File: config.mk
export PLATFORM = sky130hd
export DESIGN_NAME = coef_serializer
export DESIGN_NICKNAME = d
export VERILOG_FILES = /design/src/rtl/coef_serializer_pkg.sv /design/src/rtl/coef_serializer_bank.sv /design/src/rtl/coef_serializer.sv
export SDC_FILE = /design/constraint.sdc
export NUM_CORES = 1
export LEC_CHECK = 0
export BUFFER_PORTS_ARGS = -buffer_cell sky130_fd_sc_hd__buf_2
export CORE_ASPECT_RATIO = 1.75
export CORE_UTILIZATION = 56
export DETAILED_ROUTE_END_ITERATION = 16
export PLACE_DENSITY = 0.79
export SLEW_MARGIN = 20
export SYNTH_ARGS = -nofsm -noshare
export SYNTH_HDL_FRONTEND = slang
export SYNTH_SLANG_ARGS = --single-unit
File: constraint.sdc
create_clock -name clk -period 20.5 [get_ports clk]
set_input_delay 4.1 -clock clk [delete_from_list [all_inputs] [get_ports clk]]
set_output_delay 4.1 -clock clk [all_outputs]
set_load 0.01 [all_outputs]
File: src/rtl/coef_serializer_pkg.sv
// Shared constants and helpers for the coefficient serializer.
package coef_serializer_pkg;

  localparam int unsigned DEF_BIT_WIDTH = 16;
  localparam int unsigned DEF_N         = 8;

  // Ceiling log2, used to size the element index.
  function automatic int unsigned clog2(input int unsigned n);
    int unsigned r;
    r = 0;
    for (int unsigned v = 1; v < n; v = v << 1) begin
      r = r + 1;
    end
    return r;
  endfunction

endpackage

File: src/rtl/coef_serializer_bank.sv
// One vector bank: N coefficients written together, one read by index.
module coef_bank
  import coef_serializer_pkg::*;
#(
  parameter int unsigned BIT_WIDTH = DEF_BIT_WIDTH,
  parameter int unsigned N         = DEF_N
) (
  input  logic                   clk,
  input  logic                   we,
  input  logic [N*BIT_WIDTH-1:0] wdata,
  input  logic [clog2(N)-1:0]    rd_idx,
  output logic [BIT_WIDTH-1:0]   rdata
);

  logic [BIT_WIDTH-1:0] mem [N];

  // Capture a whole vector; contents are data-only and carry no reset.
  always_ff @(posedge clk) begin
    if (we) begin
      for (int unsigned k = 0; k < N; k++) begin
        mem[k] <= wdata[k*BIT_WIDTH +: BIT_WIDTH];
      end
    end
  end

  assign rdata = mem[rd_idx];

endmodule

File: src/rtl/coef_serializer.sv
// Ping-pong buffered vector-to-coefficient serializer.
module coef_serializer
  import coef_serializer_pkg::*;
#(
  parameter int unsigned BIT_WIDTH = DEF_BIT_WIDTH,
  parameter int unsigned N         = DEF_N
) (
  input  logic                   clk,
  input  logic                   rst,
  input  logic                   in_valid,
  output logic                   in_ready,
  input  logic [N*BIT_WIDTH-1:0] in_data,
  output logic                   out_valid,
  input  logic                   out_ready,
  output logic [BIT_WIDTH-1:0]   out_data,
  output logic [clog2(N)-1:0]    out_index,
  output logic                   out_last
);

  localparam int unsigned IW       = clog2(N);
  localparam logic [IW-1:0] IDX_LAST = IW'(N-1);

  logic [1:0]           full_q, full_d;
  logic                 wr_sel_q, wr_sel_d;
  logic                 rd_sel_q, rd_sel_d;
  logic [IW-1:0]        idx_q, idx_d;
  logic                 we0, we1;
  logic [BIT_WIDTH-1:0] rdata0, rdata1;

  // State register: bank flags, pointers and element counter.
  always_ff @(posedge clk or posedge rst) begin
    if (rst) begin
      full_q   <= 2'b00;
      wr_sel_q <= 1'b0;
      rd_sel_q <= 1'b0;
      idx_q    <= '0;
    end else begin
      full_q   <= full_d;
      wr_sel_q <= wr_sel_d;
      rd_sel_q <= rd_sel_d;
      idx_q    <= idx_d;
    end
  end

  // Next state: fill on accept, advance/free on pop; both may happen together.
  always_comb begin
    logic accept;
    logic pop;
    full_d   = full_q;
    wr_sel_d = wr_sel_q;
    rd_sel_d = rd_sel_q;
    idx_d    = idx_q;
    we0      = 1'b0;
    we1      = 1'b0;
    accept   = in_valid & ~full_q[wr_sel_q];
    pop      = full_q[rd_sel_q] & out_ready;
    if (accept) begin
      full_d[wr_sel_q] = 1'b1;
      wr_sel_d         = ~wr_sel_q;
      we0              = ~wr_sel_q;
      we1              = wr_sel_q;
    end
    // Accept and drain never target the same bank: one needs it empty, the other full.
    if (pop) begin
      if (idx_q == IDX_LAST) begin
        idx_d            = '0;
        full_d[rd_sel_q] = 1'b0;
        rd_sel_d         = ~rd_sel_q;
      end else begin
        idx_d = idx_q + IW'(1);
      end
    end
  end

  // Outputs: decoded purely from registered state, so no input-to-output path.
  always_comb begin
    in_ready  = ~full_q[wr_sel_q];
    out_valid = full_q[rd_sel_q];
    out_data  = rd_sel_q ? rdata1 : rdata0;
    out_index = idx_q;
    out_last  = full_q[rd_sel_q] & (idx_q == IDX_LAST);
  end

  coef_bank #(.BIT_WIDTH(BIT_WIDTH), .N(N)) u_bank0 (
    .clk    (clk),
    .we     (we0),
    .wdata  (in_data),
    .rd_idx (idx_q),
    .rdata  (rdata0)
  );

  coef_bank #(.BIT_WIDTH(BIT_WIDTH), .N(N)) u_bank1 (
    .clk    (clk),
    .we     (we1),
    .wdata  (in_data),
    .rd_idx (idx_q),
    .rdata  (rdata1)
  );

endmodule

==> results of run 1 <==
==> final cells by class <==
class,instances,share of cell area [%]
tap,231,2.43
clock inverter,18,1.61
multi-input combinational,171,17.5
clock buffer,26,5.29
sequential,263,66.1
inverter,2,0.0841
timing repair buffer,157,6.85
antenna,3,0.0631
==> cell usage after synthesis <==
cell type	instances
edfxtp_1	256
mux2_2	44
mux4_2	35
a22oi_1	20
buf_2	11
nand2_1	11
o21ai_0	11
o221ai_1	10
o22ai_1	10
mux4_1	9
dfrtp_1	7
buf_1	5
clkbuf_1	3
a22oi_2	2
and2_1	2
buf_12	2
buf_4	2
buf_6	2
ha_1	2
inv_1	2
nand2b_1	2
nor2_1	2
nor2b_1	2
a21o_1	1
a31oi_1	1
a41oi_1	1
mux2i_1	1
nand3_1	1
nand3b_1	1
nor3b_1	1
or2_2	1
or2b_1	1
==> power by group <==
| group | internal (mW) | total [mW] | switching (mW) |
|---|---|---|---|
| clock | 0.272 | 0.454 | 0.182 |
| sequential | 0.673 | 0.748 | 0.0746 |
| combinational | 0.205 | 0.411 | 0.206 |
| total | 1.15 | 1.61 | 0.462 |
==> through the flow <==
stage / instance area [sq um] / util [%] / std cells
after floorplan: 10100 / - / 461
after global placement: 11000 / 63.0 / 823
after detailed placement: 11000 / 63.0 / 823
after CTS: 11900 / 67.7 / 867
after global routing: 11900 / 67.9 / 870
final: 11900 / 67.9 / 871
==> logic make-up after synthesis <==
| kind of cell | Yosys count | synth area share, % |
|---|---|---|
| DFF | 263 | 77.8 |
| muxes | 89 | 15.1 |
| AOI/OAI and AO/OA | 56 | 3.98 |
| buffers and inverters | 27 | 1.68 |
| adders and majority gates | 2 | 0.247 |
| and+or+nand+nor | 24 | 1.19 |
==> registers in the layout, summed over array words and instances, names as in the netlist <==
register	cells
rd_sel_q	1
wr_sel_q	1
out_index	3
u_bank1.mem	128
u_bank0.mem	128
full_q	2
==> per-layer routing <==
layer	track usage, %	part of all wire, %	vias to the layer above	routed length, um
met2	38.3	56	181	10800
li1	-	-	2275	-
met5	0	0.19	-	37
met1	24.8	35	2639	6810
met3	4.02	6.0	47	1160
met4	8.17	2.8	6	540
==> placed cells by master (no fill, tap or decap), types with 2 or more instances in the layout <==
cell,synthesis,layout
a22oi_1,20,20
a22oi_2,2,2
and2_1,2,2
buf_2,11,153
buf_6,2,2
bufinv_16,0,4
clkbuf_16,0,25
clkinv_1,0,6
clkinv_2,0,5
clkinvlp_4,0,2
dfrtp_1,7,5
dfrtp_4,0,2
diode_2,0,3
edfxtp_1,256,256
ha_1,2,2
mux2_2,44,44
mux4_1,9,9
mux4_2,35,35
nand2_1,11,11
nand2b_1,2,2
o21ai_0,11,11
o221ai_1,10,10
o22ai_1,10,10
==> how the worst max path moves through the flow <==
stage / end / depth (start not counted)
6_report: out_data[3] / 4
5_1_grt: out_data[10] / 4
4_1_cts: out_data[3] / 4
3_5_place_dp: out_data[12] / 4
3_3_place_gp: out_data[3] / 4
2_1_floorplan: u_bank0.mem[0][0] / 1
==> results.toml, run 1 <==
[power_and_ir_drop]
powerDensity_nw_per_um2 = 136
total_power_mw = 1.61
irDropWorstVdd_mv = 0.103
p_leak_nw = 4.12

[logic_synthesis]
synth_seq_cells = 263
avgSynthCellArea_sq_um = 21.9
syn_nets = 595
synth_cells = 461
yosysWarnings = 0
syn_area_sq_um = 10100
synth_area_leaders = "edfxtp_1, mux4_2, mux2_2, mux4_1, dfrtp_1"
yosysSeqAreaShare_pct = 77.8
synthDominantCellAreaShare_pct = 76.0
yosysTopAreaCell = "edfxtp_1"
ys_types = 32

[clock_tree]
h-tree-depth = 1
root_buffer = "clkbuf_16"
insertion_delay_ps = 500
cts_buffer_depth = 3
clkTransAtPathRegs_ps = 70
cts_setup_buffers = 0
tritoncts = "built"
numCtsBuffers = 24
cts-resized-gates = 0
cts_hold_buf = 0
clock_sinks = 263

[timing]
setup_viol = 0
min_period_over_period_pct = 33.8
timing.final.ws_setup_ps = 13560
slew_headroom_pct = 25.9
skew_ps = 7.03
tightest_slew_ps = 1110
finalHoldViolCount = 0
finalCriticalPeriod_ps = 6940
max_freq_ghz = 0.144
fin_hold_ws_ps = 576
rsz0062_at_grt = "false"
drv_slew = 0
finalSetupTns_ps = 0

[critical_path]
reg2reg_to = "u_bank1.mem[3][4]"
r2r_slack_ps = 18210
cp_data_arrival_time_ps = 2840
crit_buf_inv = 1
crit_family = "flip-flops"
crit_required_ps = 16400
cpPeakStageDelay_ps = 1050
rr_worst_depth = 3
setup.worst_path.end_class = "output port"
worstPathMaxFanout = 51
crit_path_cell_trace = "nand2_1 > o22ai_1 > o21ai_0 > buf_2"
crit_path_start = "out_index[1]"
critPathLaunchType = "register"
timing.rr.start = "full_q[1]"
crit_type = "register to output port"
crit_slowest_cell = "dfrtp_4"

[run_status]
status = "finished, final reports clean"

[die]
die_h_um = 180
die_area_sq_um = 18600
fp-row-count = 64
core_area_sq_um = 17500
io_pins = 154
fp.dieW_um = 104
start_util_pct = 57.7

[grt]
grt_pass1_vias = 5467
overflow = 0
grt_pass1_wl_um = 29700
antenna_found_initial = 6
grt_start_max_net_pins = 89
grtUsageTotal_pct = 21.1

[placed_design]
pre_cts_ws_ps = 14050
place.gp.congestion = 0.773
io_buffers = 153
dp_hpwl_um = 12400

[worst_hold_path]
hold_start = "wr_sel_q"
holdPathStages = 1
whs_endpoint = "wr_sel_q"
hp-class = "register to register"

[final_layout]
layout.area.seq_sq_um = 7870
nFillCells = 1131
multi_input_area_sq_um = 2090
drive_above_1_share_pct = 44.3
syn_to_final_growth_pct = 17.7
fin_nets = 753

[detailed_routing]
vias = 5148
wire_per_inst_um = 22.3
dr.pass1.iters = 5
wirelength_um = 19400
drt_iter0_drc = 234
antenna_left = 0
drc = 0
vias_per_cell = 5.91

[job]
maxCapViolCount = 0
Note: power is estimated with default switching activity, not from simulation.
==> inputs of run 2 (changes only) <==
==> constraint.sdc (replaced) <==
create_clock -name clk -period 7 [get_ports clk]
set_input_delay 1.4 -clock clk [delete_from_list [all_inputs] [get_ports clk]]
set_output_delay 1.4 -clock clk [all_outputs]
set_load 0.01 [all_outputs]
==> run 2 against run 1 <==
Net effect:
- routed wire length fell by 0.91%
- critical path depth unchanged
- sequential power grew to 2.9 times the previous value
- power grew to 2.9 times the previous value
- register-to-register slack lost 14000 ps
- cell area down 0.42%
- first-iteration DRC count increased by 20%
- largest cell class unchanged
==> results.toml, run 2 (synthesis results as in run 1) <==
[run_status]
status = "finished, final reports clean"

[timing]
min_period_over_period_pct = 59.7
finalCriticalPeriod_ps = 4180
setup_viol = 0
finalSetupTns_ps = 0
drv_slew = 0
rsz0062_at_grt = "false"
skew_ps = 14.1
finalHoldViolCount = 0
slew_headroom_pct = 26.3
max_freq_ghz = 0.239
tightest_slew_ps = 1100

[die]
core_area_sq_um = 17500
start_util_pct = 57.7
fp-row-count = 64
io_pins = 154
fp.dieW_um = 104
die_area_sq_um = 18600
die_h_um = 180

[final_layout]
multi_input_area_sq_um = 2090
stdcell_count = 867
fin_nets = 752
layout.area.seq_sq_um = 7870
final_common_cell = "edfxtp_1"
syn_to_final_growth_pct = 17.2
layout_common_cells = "edfxtp_1, buf_2, mux2_2, mux4_2, clkbuf_16"
nFillCells = 1117
drive_above_1_share_pct = 44.0

[clock_tree]
clkTransAtPathRegs_ps = 70
h-tree-depth = 1
insertion_delay_ps = 510
clock_sinks = 263
cts_setup_buffers = 0
tritoncts = "built"
root_buffer = "clkbuf_16"
cts_hold_buf = 0
cts-resized-gates = 0
numCtsBuffers = 23
cts_buffer_depth = 3

[critical_path]
crit_path_start = "out_index[1]"
crit_type = "register to output port"
rr_worst_depth = 3
timing.rr.start = "full_q[1]"
critPathLaunchType = "register"
setup.worst_path.end_class = "output port"
cp_data_arrival_time_ps = 2780
r2r_slack_ps = 4380
reg2reg_to = "u_bank1.mem[0][4]"
crit_required_ps = 5600
worstPathMaxFanout = 51

[detailed_routing]
drt_iter0_drc = 280
dr.pass1.iters = 4
wl_met3_um = 1150
drc = 0
routedLengthMet1_um = 6690
wire_per_inst_um = 22.2
vias_per_cell = 5.85
wirelength_um = 19200
vias = 5072
dr.max_layer_used = "met5"
antenna_left = 0
dr_wl_met2_um = 10700

[power_and_ir_drop]
p_leak_nw = 4.10
powerDensity_nw_per_um2 = 394
irDropWorstVdd_mv = 0.280
total_power_mw = 4.67

[worst_hold_path]
hold_start = "wr_sel_q"
holdPathStages = 1
whs_endpoint = "wr_sel_q"
hp-class = "register to register"

[placed_design]
dp_hpwl_um = 12300
place.gp.congestion = 0.756
io_buffers = 153
placed_cells = 823

[job]
maxCapViolCount = 0

[grt]
grt_pass1_wl_um = 29600
overflow = 0
grtUsageTotal_pct = 21.1
grt_pass1_vias = 5551
grt_start_max_net_pins = 88
antenna_found_initial = 5
[run 2: final cells by class]
class                      count  area share (%)
tap                          231            2.44
antenna                        2          0.0422
sequential                   263            66.4
inverter                       2          0.0845
clock inverter                15            1.52
timing repair buffer         157            6.88
clock buffer                  26            4.95
multi-input combinational    171            17.7
[run 2: through the flow]
stage	worst slack, ps	hold slack, ps	cell area, sq um	util, %
2_1_floorplan	136	494	10100	-
3_3_place_gp	3310	535	11100	63.0
3_5_place_dp	3260	549	11100	63.0
4_1_cts	2730	608	11800	67.4
5_1_grt	2590	648	11900	67.6
6_report	2820	616	11900	67.6
[run 2: worst max path at each step]
stage / endpoint / slack (ps) / cells after the start
3_3_place_gp: out_data[12] / 3310 / 4
4_1_cts: out_data[0] / 2730 / 4
6_report: out_data[0] / 2820 / 4
3_5_place_dp: out_data[0] / 3260 / 4
5_1_grt: out_data[12] / 2590 / 4
2_1_floorplan: u_bank0.mem[0][0] / 140 / 1
[run 2: report_power, final]
group          switching [mW]  total [mW]  internal, mW
logic                   0.605        1.21         0.604
registers               0.207        2.18          1.97
clock network           0.530        1.28         0.752
total                    1.34        4.67          3.33
[run 2: critical path, cell delays in order, from the launching register on]
cell and delay, ps:
dfrtp_4 1060, nand2b_1 570, o221ai_1 170, o21ai_0 280, buf_2 180
[run 2: metal layers]
| layer | track usage, % | vias up |
|---|---|---|
| met5 | 0 | - |
| met4 | 8.81 | 4 |
| met3 | 3.92 | 51 |
| met2 | 38.8 | 179 |
| met1 | 23.8 | 2575 |
| li1 | - | 2263 |
